## config.mk

```make
export PLATFORM = sky130hd
export DESIGN_NAME = hitspy_event_arbiter
export DESIGN_NICKNAME = d
export VERILOG_FILES = /design/src/rtl/hitspy_pkg.sv /design/src/rtl/hitspy_rr_pick.sv /design/src/rtl/hitspy_event_arbiter.sv
export SDC_FILE = /design/constraint.sdc
export NUM_CORES = 1
export LEC_CHECK = 0
export CAP_MARGIN = 20
export CELL_PAD_IN_SITES_DETAIL_PLACEMENT = 1
export CELL_PAD_IN_SITES_GLOBAL_PLACEMENT = 2
export CORE_ASPECT_RATIO = 2
export CORE_MARGIN = 5
export CORE_UTILIZATION = 14
export CTS_CLUSTER_SIZE = 25
export DETAILED_ROUTE_END_ITERATION = 12
export PLACE_DENSITY_LB_ADDON = 0.05
export SLEW_MARGIN = 20
export SYNTH_ARGS = -nofsm -noshare
export SYNTH_HDL_FRONTEND = slang
export SYNTH_SLANG_ARGS = --single-unit
```

## constraint.sdc

```tcl
create_clock -name clock -period 2.1 [get_ports clock]
set_clock_uncertainty 0.15 [all_clocks]
set_input_delay 0.42 -clock clock [delete_from_list [all_inputs] [get_ports clock]]
set_output_delay 0.42 -clock clock [all_outputs]
set_load 0.05 [all_outputs]
```

## src/rtl/hitspy_pkg.sv

```systemverilog
// Shared hitspy definitions: arbiter state encoding, default event length, and
// the header-word field layout used by the hitspy input stages.
package hitspy_pkg;

  typedef enum logic [1:0] {
    ST_IDLE   = 2'd0,
    ST_STREAM = 2'd1,
    ST_DRAIN  = 2'd2
  } arb_state_e;

  localparam int WORDS_PER_EVT_DEF = 7;

  // Header word: hitmap in the low bits, missing-hit flags and layer count above.
  localparam int HDR_HITMAP_LSB = 0;
  localparam int HDR_HITMAP_W   = 16;
  localparam int HDR_MISS_LSB   = 16;
  localparam int HDR_MISS_W     = 8;
  localparam int HDR_NLAYER_LSB = 24;
  localparam int HDR_NLAYER_W   = 4;

  typedef struct packed {
    logic [HDR_NLAYER_W-1:0] n_layers;
    logic [HDR_MISS_W-1:0]   missing;
    logic [HDR_HITMAP_W-1:0] hitmap;
  } hdr_fields_t;

  function automatic int clog2(input int value);
    int result;
    int v;
    result = 0;
    v      = value - 1;
    while (v > 0) begin
      result = result + 1;
      v      = v >>> 1;
    end
    return (result < 1) ? 1 : result;
  endfunction

  function automatic hdr_fields_t hdr_unpack(input logic [31:0] word);
    hdr_fields_t f;
    f.hitmap   = word[HDR_HITMAP_LSB +: HDR_HITMAP_W];
    f.missing  = word[HDR_MISS_LSB +: HDR_MISS_W];
    f.n_layers = word[HDR_NLAYER_LSB +: HDR_NLAYER_W];
    return f;
  endfunction

endpackage

```

## src/rtl/hitspy_rr_pick.sv

```systemverilog
// Combinational round-robin picker: returns the first requesting index at or
// after the pointer, wrapping cyclically.
module hitspy_rr_pick
  import hitspy_pkg::*;
#(
  parameter  int N_REQ = 4,
  localparam int IDX_W = clog2(N_REQ)
) (
  input  logic [N_REQ-1:0] req_i,
  input  logic [IDX_W-1:0] ptr_i,
  output logic [IDX_W-1:0] grant_o,
  output logic             any_req_o
);

  logic [IDX_W-1:0] idx;

  // Walk offsets from farthest to nearest so the nearest set bit wins last.
  // NOTE: every always_comb output gets a default first so no latch is inferred.
  always_comb begin
    grant_o = '0;
    idx     = '0;
    for (int k = N_REQ - 1; k >= 0; k--) begin
      idx = IDX_W'((int'(ptr_i) + k) % N_REQ);
      if (req_i[idx]) grant_o = idx;
    end
  end

  assign any_req_o = |req_i;

endmodule

```

## src/rtl/hitspy_event_arbiter.sv

```systemverilog
// Round-robin event arbiter streaming whole hitspy events onto the fitter bus.
// Optional stall watchdog with drain: define HITSPY_ARB_TIMEOUT_EN.
module hitspy_event_arbiter
  import hitspy_pkg::*;
#(
  parameter  int N_REQ         = 4,
  parameter  int WORDS_PER_EVT = WORDS_PER_EVT_DEF,
  parameter  int DW            = 32,
  parameter  int TIMEOUT_CYC   = 256,
  localparam int SRC_W         = clog2(N_REQ)
) (
  input  logic                clock,
  input  logic                reset,
  input  logic [N_REQ-1:0]    req,
  input  logic [N_REQ*DW-1:0] src_data,
  output logic [N_REQ-1:0]    rd_en,
  output logic                out_valid,
  input  logic                out_ready,
  output logic [DW-1:0]       out_data,
  output logic                out_last,
  output logic [SRC_W-1:0]    out_src,
  output logic                busy,
  output logic                err_timeout
);

  localparam int               CNT_W    = clog2(WORDS_PER_EVT);
  localparam logic [CNT_W-1:0] LAST_CNT = CNT_W'(WORDS_PER_EVT - 1);
  localparam logic [SRC_W-1:0] LAST_SRC = SRC_W'(N_REQ - 1);

  arb_state_e       state_q, state_d;
  logic [SRC_W-1:0] ptr_q, ptr_d;
  logic [SRC_W-1:0] src_q, src_d;
  logic [CNT_W-1:0] cnt_q, cnt_d;
  logic [SRC_W-1:0] grant;
  logic             any_req;
  logic             pop;
  logic             at_last;

`ifdef HITSPY_ARB_TIMEOUT_EN
  localparam int               STALL_W    = clog2(TIMEOUT_CYC);
  localparam logic [STALL_W-1:0] STALL_LAST = STALL_W'(TIMEOUT_CYC - 1);

  logic [STALL_W-1:0] stall_q, stall_d;
  logic               err_q, err_d;
`endif

  hitspy_rr_pick #(
    .N_REQ(N_REQ)
  ) u_rr_pick (
    .req_i    (req),
    .ptr_i    (ptr_q),
    .grant_o  (grant),
    .any_req_o(any_req)
  );

  assign at_last = (cnt_q == LAST_CNT);

  always_comb begin
    state_d   = state_q;
    ptr_d     = ptr_q;
    src_d     = src_q;
    cnt_d     = cnt_q;
    out_valid = 1'b0;
    out_last  = 1'b0;
    busy      = 1'b0;
    pop       = 1'b0;
`ifdef HITSPY_ARB_TIMEOUT_EN
    stall_d   = '0;
    err_d     = 1'b0;
`endif

    unique case (state_q)
      ST_IDLE: begin
        if (any_req) begin
          src_d   = grant;
          state_d = ST_STREAM;
        end
      end
      ST_STREAM: begin
        out_valid = 1'b1;
        out_last  = at_last;
        busy      = 1'b1;
        pop       = out_ready;
`ifdef HITSPY_ARB_TIMEOUT_EN
        if (!out_ready) begin
          if (stall_q == STALL_LAST) begin
            err_d   = 1'b1;
            state_d = ST_DRAIN;
          end else begin
            stall_d = stall_q + 1'b1;
          end
        end
`endif
      end
`ifdef HITSPY_ARB_TIMEOUT_EN
      ST_DRAIN: begin
        // Discard the rest of the abandoned event so the buffer stays aligned.
        pop = 1'b1;
      end
`endif
      default: state_d = ST_IDLE;
    endcase

    // Shared word accounting for both streamed and drained pops.
    if (pop) begin
      if (at_last) begin
        cnt_d   = '0;
        ptr_d   = (src_q == LAST_SRC) ? '0 : src_q + SRC_W'(1);
        state_d = ST_IDLE;
      end else begin
        cnt_d = cnt_q + CNT_W'(1);
      end
    end
  end

  always_comb begin
    rd_en        = '0;
    rd_en[src_q] = pop;
  end

  always_comb begin
    out_data = '0;
    if (out_valid) out_data = src_data[int'(src_q)*DW +: DW];
  end

  assign out_src = src_q;

  // NOTE: all state is updated with non-blocking assignments so every register
  // samples the pre-edge values regardless of statement order.
  // NOTE: only control state is reset; out_data is a pure mux and needs none.
  always_ff @(posedge clock) begin
    if (reset) begin
      state_q <= ST_IDLE;
      ptr_q   <= '0;
      src_q   <= '0;
      cnt_q   <= '0;
    end else begin
      state_q <= state_d;
      ptr_q   <= ptr_d;
      src_q   <= src_d;
      cnt_q   <= cnt_d;
    end
  end

`ifdef HITSPY_ARB_TIMEOUT_EN
  always_ff @(posedge clock) begin
    if (reset) begin
      stall_q <= '0;
      err_q   <= 1'b0;
    end else begin
      stall_q <= stall_d;
      err_q   <= err_d;
    end
  end

  assign err_timeout = err_q;
`else
  assign err_timeout = 1'b0;
`endif

endmodule

```

Yosys cells after proc, flatten, opt, wreduce, memory -nomap -nowiden:

Cells that the tools add are included.

* memories kept: 0
* input port bits: 135
* bits in registers: 9
* ROM bits: 0
* bits in latches: 0
* word-level logic and storage cells: 49
* memory bits (writable): 0
* output and inout bits: 42

* div/mod/pow operators: 0
* mux-type cells: 24
* $mul: 0
* add/sub/neg operators: 5
* reduce and logical (&&, ||, !) cells: 5
* bitwise operators: 1
* $lt $le $gt $ge: 6
* eq/ne operators: 3
* shift operators: 1

Operator list (count)
* indexed part select 128 x 8 -> 32 bit: 1
* 2-to-1 mux 32 bit: 1
* 2-to-1 mux 2 bit: 8
* < comparator 2 x 3 -> 1 bit, second input constant: 5
* binary-select mux 1 bit (select 2 bit): 4
* 2-to-1 mux 1 bit: 8
* adder 2 x 1 -> 2 bit, second input constant: 2
* adder 2 bit, second input constant: 2
* bitwise AND 4 bit: 1
* case mux 2 bit (2 select lines): 1
* AND reduction 2 bit: 2
* OR reduction 4 bit: 1
* adder 3 x 1 -> 3 bit, second input constant: 1
* equality test 3 bit, second input constant: 1
* 2-to-1 mux 3 bit: 1
* demux 1 bit (select 2 bit): 1
* equality test 2 x 1 -> 1 bit, second input constant: 1
* equality test 2 bit, second input constant: 1
* greater-or-equal comparator 2 x 1 -> 1 bit, second input constant: 1
* zero test 2 bit: 1
* logical AND 1 bit: 1

Depth between registers and ports, before layout:

* depth after elaboration: 7
* mapped depth: 6
* gate-level depth less buffers: 4

Cells and area by module:

Synthesis repeated with hierarchy kept, for this count alone.

* cells, all modules: 144
* area, all modules: 1597.8 µm²

By module, submodules not included
* hitspy_event_arbiter: instances 1, area each 1520.2 µm², seq. area each 180.2 µm², cells each 131
* hitspy_rr_pick: instances 1, area each 77.6 µm², seq. area each 0.0 µm², cells each 13

Worst setup path before layout:

No wires, ideal clock.

* path type: flip-flop to output port
* from: register src_q[1] (netlist: out_src[1])
* to: output out_data[10]
* cell stages (with the launch flop): 5
* data arrival time: 2.074 ns
* path buffers: 2
* slack: -0.544 ns
* data required time: 1.530 ns
* cell sequence: dfxtp_1 clkbuf_1 buf_2 mux4_2 nor2b_1

* word-level cells in the longest chain between the ends: 2

Ends and longest elaborated chain
* start, declared: RTL line hitspy_event_arbiter.sv:32 `logic [SRC_W-1:0] src_q, src_d;`
* start signal, assigned: RTL line hitspy_event_arbiter.sv:140 `src_q <= src_d;`
* indexed part select 128 x 8 -> 32 bit: RTL line hitspy_event_arbiter.sv:123 `if (out_valid) out_data = src_data[int'(src_q)*DW +: DW];`
* 2-to-1 mux 32 bit: RTL line hitspy_event_arbiter.sv:123
* end, declared: RTL line hitspy_event_arbiter.sv:19 `output logic [DW-1:0] out_data,`

Every way passes these cells.

Worst setup path after layout:

* from: register src_q[0] (netlist: out_src[0])
* to: output out_data[22]

The elaborated chain is that of the path after synthesis.

==> Flow_metrics.wiki <==
{| class="wikitable"
! Metric !! Value
|-
| Most used flip-flop cell after synthesis || sky130_fd_sc_hd__dfxtp_1
|-
| Commonest non-fill, non-tap cell in the layout || sky130_fd_sc_hd__clkdlybuf4s50_1
|-
| Starting density of the core || 0.1425
|-
| Root Buffer || sky130_fd_sc_hd__clkbuf_16
|-
| Synthesized netlist cell count || 140
|-
| Die area || 13410 um^2
|-
| Worst setup slack for register-to-register paths || 0.48 ns
|-
| Initial antenna violation count || 1
|-
| Post-synthesis area per instance || 11.07 um^2
|-
| DR DRC count || 0
|-
| Min Tclk post-route || roughly 2.2 ns
|-
| Post-layout nets || 476
|-
| Input/output buffers || 175
|-
| Count of cells along the worst hold path || 1
|-
| DRC violation total after the first TritonRoute iteration || 25
|-
| Series of cell instances along the critical path || buf_12 > mux4_2 > nor2b_4 > buf_8
|-
| Antenna Violating Nets Remaining || 0
|-
| Met1 routing resource usage after global routing || 0.1404
|-
| Core area || 10880 um^2
|-
| Adder and majority cell fraction of the synthesized area || 0.03228
|-
| Pin count of the biggest net entering global routing || 22
|-
| Hold Crit Endpoint || state_q[0]$_SDFF_PP0_
|-
| Distinct cells, synth || 32
|-
| Worst Path Class, Setup || reg -> out
|-
| Via count || 2010
|-
| Overall power consumption || 1.208 mW
|-
| Cts hold-fix bufs || 0
|-
| Static power due to leakage || 1.589 nW
|-
| WL final || between 9000 and 10000 um
|-
| Finished Cell Area || 4155 um^2
|-
| Failing checks || setup timing
|-
| Pwr Density || 290.7 nW/um^2
|-
| Critical Path Start Type || register
|-
| Half-perimeter wire length after placement || 8364 um
|-
| Clock slew at reported path FFs || about 0.04 ns
|-
| Maximum clock insertion buffer count || 2
|-
| Fraction of the mapped netlist area in compound gates || 0.06376
|-
| Post-Place Cell Area || between 3000 and 4000 um^2
|-
| Multiplexer fraction of the synthesized cell area || 0.4843
|-
| Register area share after synthesis || 0.1162
|-
| Main combinational cell family by area after synthesis || multiplexers
|-
| Busiest metal layer after global routing || met2
|-
| Fin crit share || 1.057
|-
| Max_cap viols || 0
|-
| Global-route usage over all layers || 0.1393
|-
| Layout cell share with drive strength beyond 1 || 0.4345
|-
| Overall overflow remaining after global route || 0
|-
| GR Layer Usage met2 || 0.2817
|-
| Vias per Instance || 4.214
|-
| Hold Fails Final Rpt || 0
|-
| Number of enable flip-flop cells after synthesis || 0
|-
| Die Span X || ~84 um
|-
| Number of I/O pins || 177
|-
| Crit-path max FO || 9
|-
| TritonCTS Sinks || 9
|-
| Worst path setup slack after routing || -0.1200 ns
|-
| Reg2reg end || ptr_q[0]$_SDFFE_PP0P_
|-
| Placement Rows || 54
|-
| Inserted Clock Buffers || 3
|-
| Run status || finished, violations left
|-
| Post-synthesis register bit count || 9
|-
| Via count of the first global-routing pass || ~2300
|-
| Final Util || 0.3820
|-
| Count of pins over their slew limit || 0
|-
| Warnings from Yosys || 0
|-
| Setup repair after global routing missed its margin || true
|-
| Global-route met3 utilization || 0.03164
|-
| DR WL/cell || a little over 20 um
|-
| Summed instance area of the synthesized netlist || 1550 um^2
|-
| Maximum ir drop on the vdd rail || 294.7 uV
|-
| Critical path's slowest cell || sky130_fd_sc_hd__mux4_2
|-
| GP Congestion || 0.7655
|-
| Wire length of the first global-routing pass || 14390 um
|-
| Setup violations, final || 32
|-
| Most used cells in the layout excluding fill and tap cells || sky130_fd_sc_hd__clkdlybuf4s50_1, sky130_fd_sc_hd__mux4_2, sky130_fd_sc_hd__nor2b_4
|-
| Share of flip-flops with an asynchronous set or reset || 0
|-
| Kind of path behind the tightest hold check || reg -> reg
|-
| Post-synthesis simple-gate area fraction || 0.2187
|-
| TritonCTS clock tree || built
|-
| Worst Path Arrival || 1.65 ns
|-
| Insertion delay of the later-clocked pin in the worst-skew pair || 0.23 ns
|-
| Delay of the slowest critical-path stage || between 0.5 and 0.6 ns
|-
| Worst r2r path cells || 5
|-
| Launch instance of the worst min-delay path || state_q[1]$_SDFF_PP0_
|-
| Number of levels the H-tree was split into || 1
|-
| Number of detailed-route iterations in the first pass || 3
|-
| Chip height || 158.8 um
|-
| Maximum operating frequency || 0.4505 GHz
|-
| Startpoint of the lowest-slack register-to-register path || state_q[0]$_SDFF_PP0_
|-
| Setup crit end kind || primary output
|-
| Number of fillers in the final layout || 1204
|-
| XOR/XNOR Fraction of Synth Area || 0
|-
| Post-synthesis to final-layout area growth || 168.0%
|-
| Data required time of the critical path || approximately 1.5 ns
|}
==> critical path: cells and delay by family, from the launching register on <==
family | cells | cell delay (ns)
simple gates | 1 | 0.15
buf+inv | 2 | 0.32
flops | 1 | 0.43
mux | 1 | 0.51
==> cells by family (layout without fill, tap and decap cells) <==
kind of cell / Yosys count / count (layout)
AO/OA/AOI/OAI: 14 / 14
adder cells (fa/ha/maj): 4 / 4
buffers and inverters: 22 / 217
flip-flops: 9 / 9
multiplexers: 35 / 35
other: 1 / 3
AND/OR/NAND/NOR: 55 / 55
==> worst max path at each step <==
stage                            start           end  slack (ns)
2_1_floorplan  out_src[1]$_SDFFE_PP0P_  out_data[30]       -0.11
3_3_place_gp              src_data[64]   out_data[0]       -0.14
3_5_place_dp              src_data[64]   out_data[0]       -0.14
4_1_cts        out_src[0]$_SDFFE_PP0P_   out_data[0]       -0.16
5_1_grt        out_src[0]$_SDFFE_PP0P_  out_data[22]       -0.16
6_report       out_src[0]$_SDFFE_PP0P_  out_data[22]       -0.12
==> cell type report <==
class	instances	area, um^2	share of cell area
Sequential cell	9	185.2	0.04456
Inverter	7	26.28	0.006323
Tap cell	140	175.2	0.04216
Timing Repair Buffer	206	2188	0.5266
Antenna cell	1	2.502	0.0006022
Multi-Input combinational cell	110	1499	0.3607
Clock buffer	4	78.83	0.01897
==> flip-flops by register name (all words and copies together), names as in the netlist <==
| register | count |
|---|---|
| cnt_q | 3 |
| out_src | 2 |
| ptr_q | 2 |
| state_q | 2 |
==> repair_timing <==
item	in CTS	in global routing
endpoints found under the setup margin	32	36
gates resized for setup	35	16
setup buffers	0	10
cloned	0	1
==> cell usage after synthesis, drive strengths merged, types with 2 or more instances <==
cell type / number / share of area
nor4: 2 / 0.018
and2: 4 / 0.016
buf: 11 / 0.056
nor2: 7 / 0.022
clkbuf: 4 / 0.0097
nand2: 2 / 0.0048
o221ai: 2 / 0.011
mux2i: 3 / 0.019
nor2b: 33 / 0.13
a21oi: 3 / 0.0097
nor3: 4 / 0.013
inv: 7 / 0.017
mux4: 32 / 0.46
ha: 4 / 0.032
dfxtp: 9 / 0.12
or3: 2 / 0.0081
==> power by group <==
| part | switching, mW | internal, mW |
|---|---|---|
| clock network | 0.0818 | 0.254 |
| logic | 0.237 | 0.450 |
| registers | 0.00917 | 0.176 |
| total | 0.328 | 0.880 |
==> per-layer routing <==
layer	part of all wire	wire length, um
met1	0.34	3332
met2	0.59	5827
met3	0.059	584
met4	0.0074	73
met5	0	0
==> per-stage QoR <==
step | instances | setup slack [ns] | hold slack (ns) | setup TNS [ns]
finish | 477 | -0.1200 | 0.3441 | -2.918
global route | 477 | -0.1613 | 0.3729 | -4.270
CTS | 465 | -0.1638 | 0.3436 | -3.253
detailed placement | 461 | -0.1361 | 0.3359 | -2.884
global placement | 461 | -0.1420 | 0.3231 | -2.454
floorplan | 141 | -0.1069 | 0.2812 | -0.2776
Note: power is estimated with default switching activity, not from simulation.
==> RTL change (config.mk and constraints unchanged) <==
`N_REQ` is set to 4 in 2 places; all go to 6.
--- a/src/rtl/hitspy_rr_pick.sv
+++ b/src/rtl/hitspy_rr_pick.sv
@@ -3,7 +3,7 @@
 module hitspy_rr_pick
   import hitspy_pkg::*;
 #(
-  parameter  int N_REQ = 4,
+  parameter  int N_REQ = 6,
   localparam int IDX_W = clog2(N_REQ)
 ) (
   input  logic [N_REQ-1:0] req_i,
--- a/src/rtl/hitspy_event_arbiter.sv
+++ b/src/rtl/hitspy_event_arbiter.sv
@@ -3,7 +3,7 @@
 module hitspy_event_arbiter
   import hitspy_pkg::*;
 #(
-  parameter  int N_REQ         = 4,
+  parameter  int N_REQ         = 6,
   parameter  int WORDS_PER_EVT = WORDS_PER_EVT_DEF,
   parameter  int DW            = 32,
   parameter  int TIMEOUT_CYC   = 256,
Ports: changed (resized out_src, rd_en, req and src_data); port bits go from 177 to 246. The function was not compared with the original's and may differ.
==> RTL change against the original RTL <==
- the flow still finishes with violations (negative setup slack)
- worst hold slack worse by 60 ps
- sequential cell count is 2 higher
- design area is 88% higher
- largest power group unchanged
- synthesized area is 100% higher
- total power is 84% higher
- via count is 120% higher
- combinational power is 140% higher
- count of clock-buffer cells in the layout is 1 lower
- critical endpoint is now out_src[0]
- setup slack worse by 420 ps
- sequential power is 25% higher
- first-iteration DRC count grew to 4.9 times the old value
- wire length is 130% higher
==> RTL change: results (changes against the original RTL) <==
outcome=finished, violations left (unchanged); failing checks=negative setup slack (unchanged); Routability Congestion=0.802 (was 0.766); CP Max Fanout=2 (was 9); met2 WL=13.2 mm (was 5.83 mm); critical path's slowest cell=dfxtp_2 (was mux4_2); initial antenna violation count=3 (was 1); vias in the first global route=4918 (was 2259); number of buffers added on ports=244 (was 175); PnR worst setup slack=-542 ps (was -120 ps); clock-net power=0.000363 W (was 0.000336 W); setup violators final=40 (was 32); Mean Syn Cell Area=8.85 um2 (was 11.1 um2); routed len/inst=23.5 um (was 20.6 um); Met3 Routed Length=1.80 mm (was 584 um); power per cell area=286 nW/um2 (was 291 nW/um2); via count=4366 (was 2010); top cells by area, synth=mux4_2, mux2_2, a22oi_1 (was mux4_2, nor2b_1, dfxtp_1); setup TNS=-11670 ps (was -2920 ps); met1 wire length=7.25 mm (was 3.33 mm); share of post-route cells with drive strength above 1=0.539 (was 0.435); first-pass GRT wire length=32.3 mm (was 14.4 mm); Total GRT Usage=0.170 (was 0.139); Seq/Total Area, Yosys=0.0707 (was 0.116); Sw Pwr=0.000769 W (was 0.000328 W); iteration count of the initial detailed-routing pass=4 (was 3); worst flop-to-flop path startpoint=ptr_q[0] (was state_q[0]); arrival time at the worst endpoint=2660 ps (was 1650 ps); placed cells=923 (was 461); Distinct cells, synth=66 (was 32); largest stage delay on the critical path=340 ps (was 510 ps); cells on worst reg2reg path=10 (was 5); largest net degree at the start of global routing=26 (was 22)
[RTL change: cell type report]
type                            instances  area [um2]
Antenna cell                            3        7.51
Clock buffer                            3        75.1
Clock inverter                          1        5.00
Fill cell                            2531       14300
Inverter                               12        60.1
Multi-Input combinational cell        296        3220
Sequential cell                        11         235
Tap cell                              276         345
Timing Repair Buffer                  360        3850
[RTL change: through the flow]
stage / area, um2 / setup WS (ps)
after floorplan: 3460 / -580
after global placement: 6970 / -658
after detailed placement: 6970 / -668
after CTS: 7750 / -560
after global routing: 7800 / -645
final: 7800 / -542
[RTL change: worst max-delay path, delay by kind of cell (launching register included)]
family                   cells  cell delay (ps)
flip-flops                   1              340
AO/OA/AOI/OAI                4              900
AND/OR/NAND/NOR              1              140
XOR/XNOR                     1              160
buffers and inverters        1               50
multiplexers                 1              320
adder cells (fa/ha/maj)      2              500
[RTL change: logic make-up after synthesis]
logic type | synth area share
muxes | 0.414
xor gates and xnor gates | 0.0173
buffers and inverters | 0.0699
AOI/OAI and AO/OA | 0.206
and+or+nand+nor | 0.181
other | 0.00120
DFF | 0.0707
adders and majority gates | 0.0402
[RTL change: repair_timing]
action | CTS | global route
endpoints found under the setup margin | 41 | 38
pin swaps | 46 | 13
cloned | 4 | 0
gates resized for setup | 93 | 15
endpoints found under the hold margin | 0 | 0
buffers inserted | 24 | 10
[RTL change: worst max-delay path by stage]
stage             start          to
6_report       ptr_q[0]  out_src[0]
5_1_grt        ptr_q[0]  out_src[0]
4_1_cts        ptr_q[0]  out_src[0]
3_5_place_dp   ptr_q[0]  out_src[0]
3_3_place_gp   ptr_q[1]  out_src[0]
2_1_floorplan  ptr_q[2]  out_src[0]
[RTL change: per-layer routing]
metal,up-vias,GRT usage
li1,2028,-
met1,2143,0.161
met5,-,0
met4,0,0.0428
met3,17,0.0369
met2,178,0.351
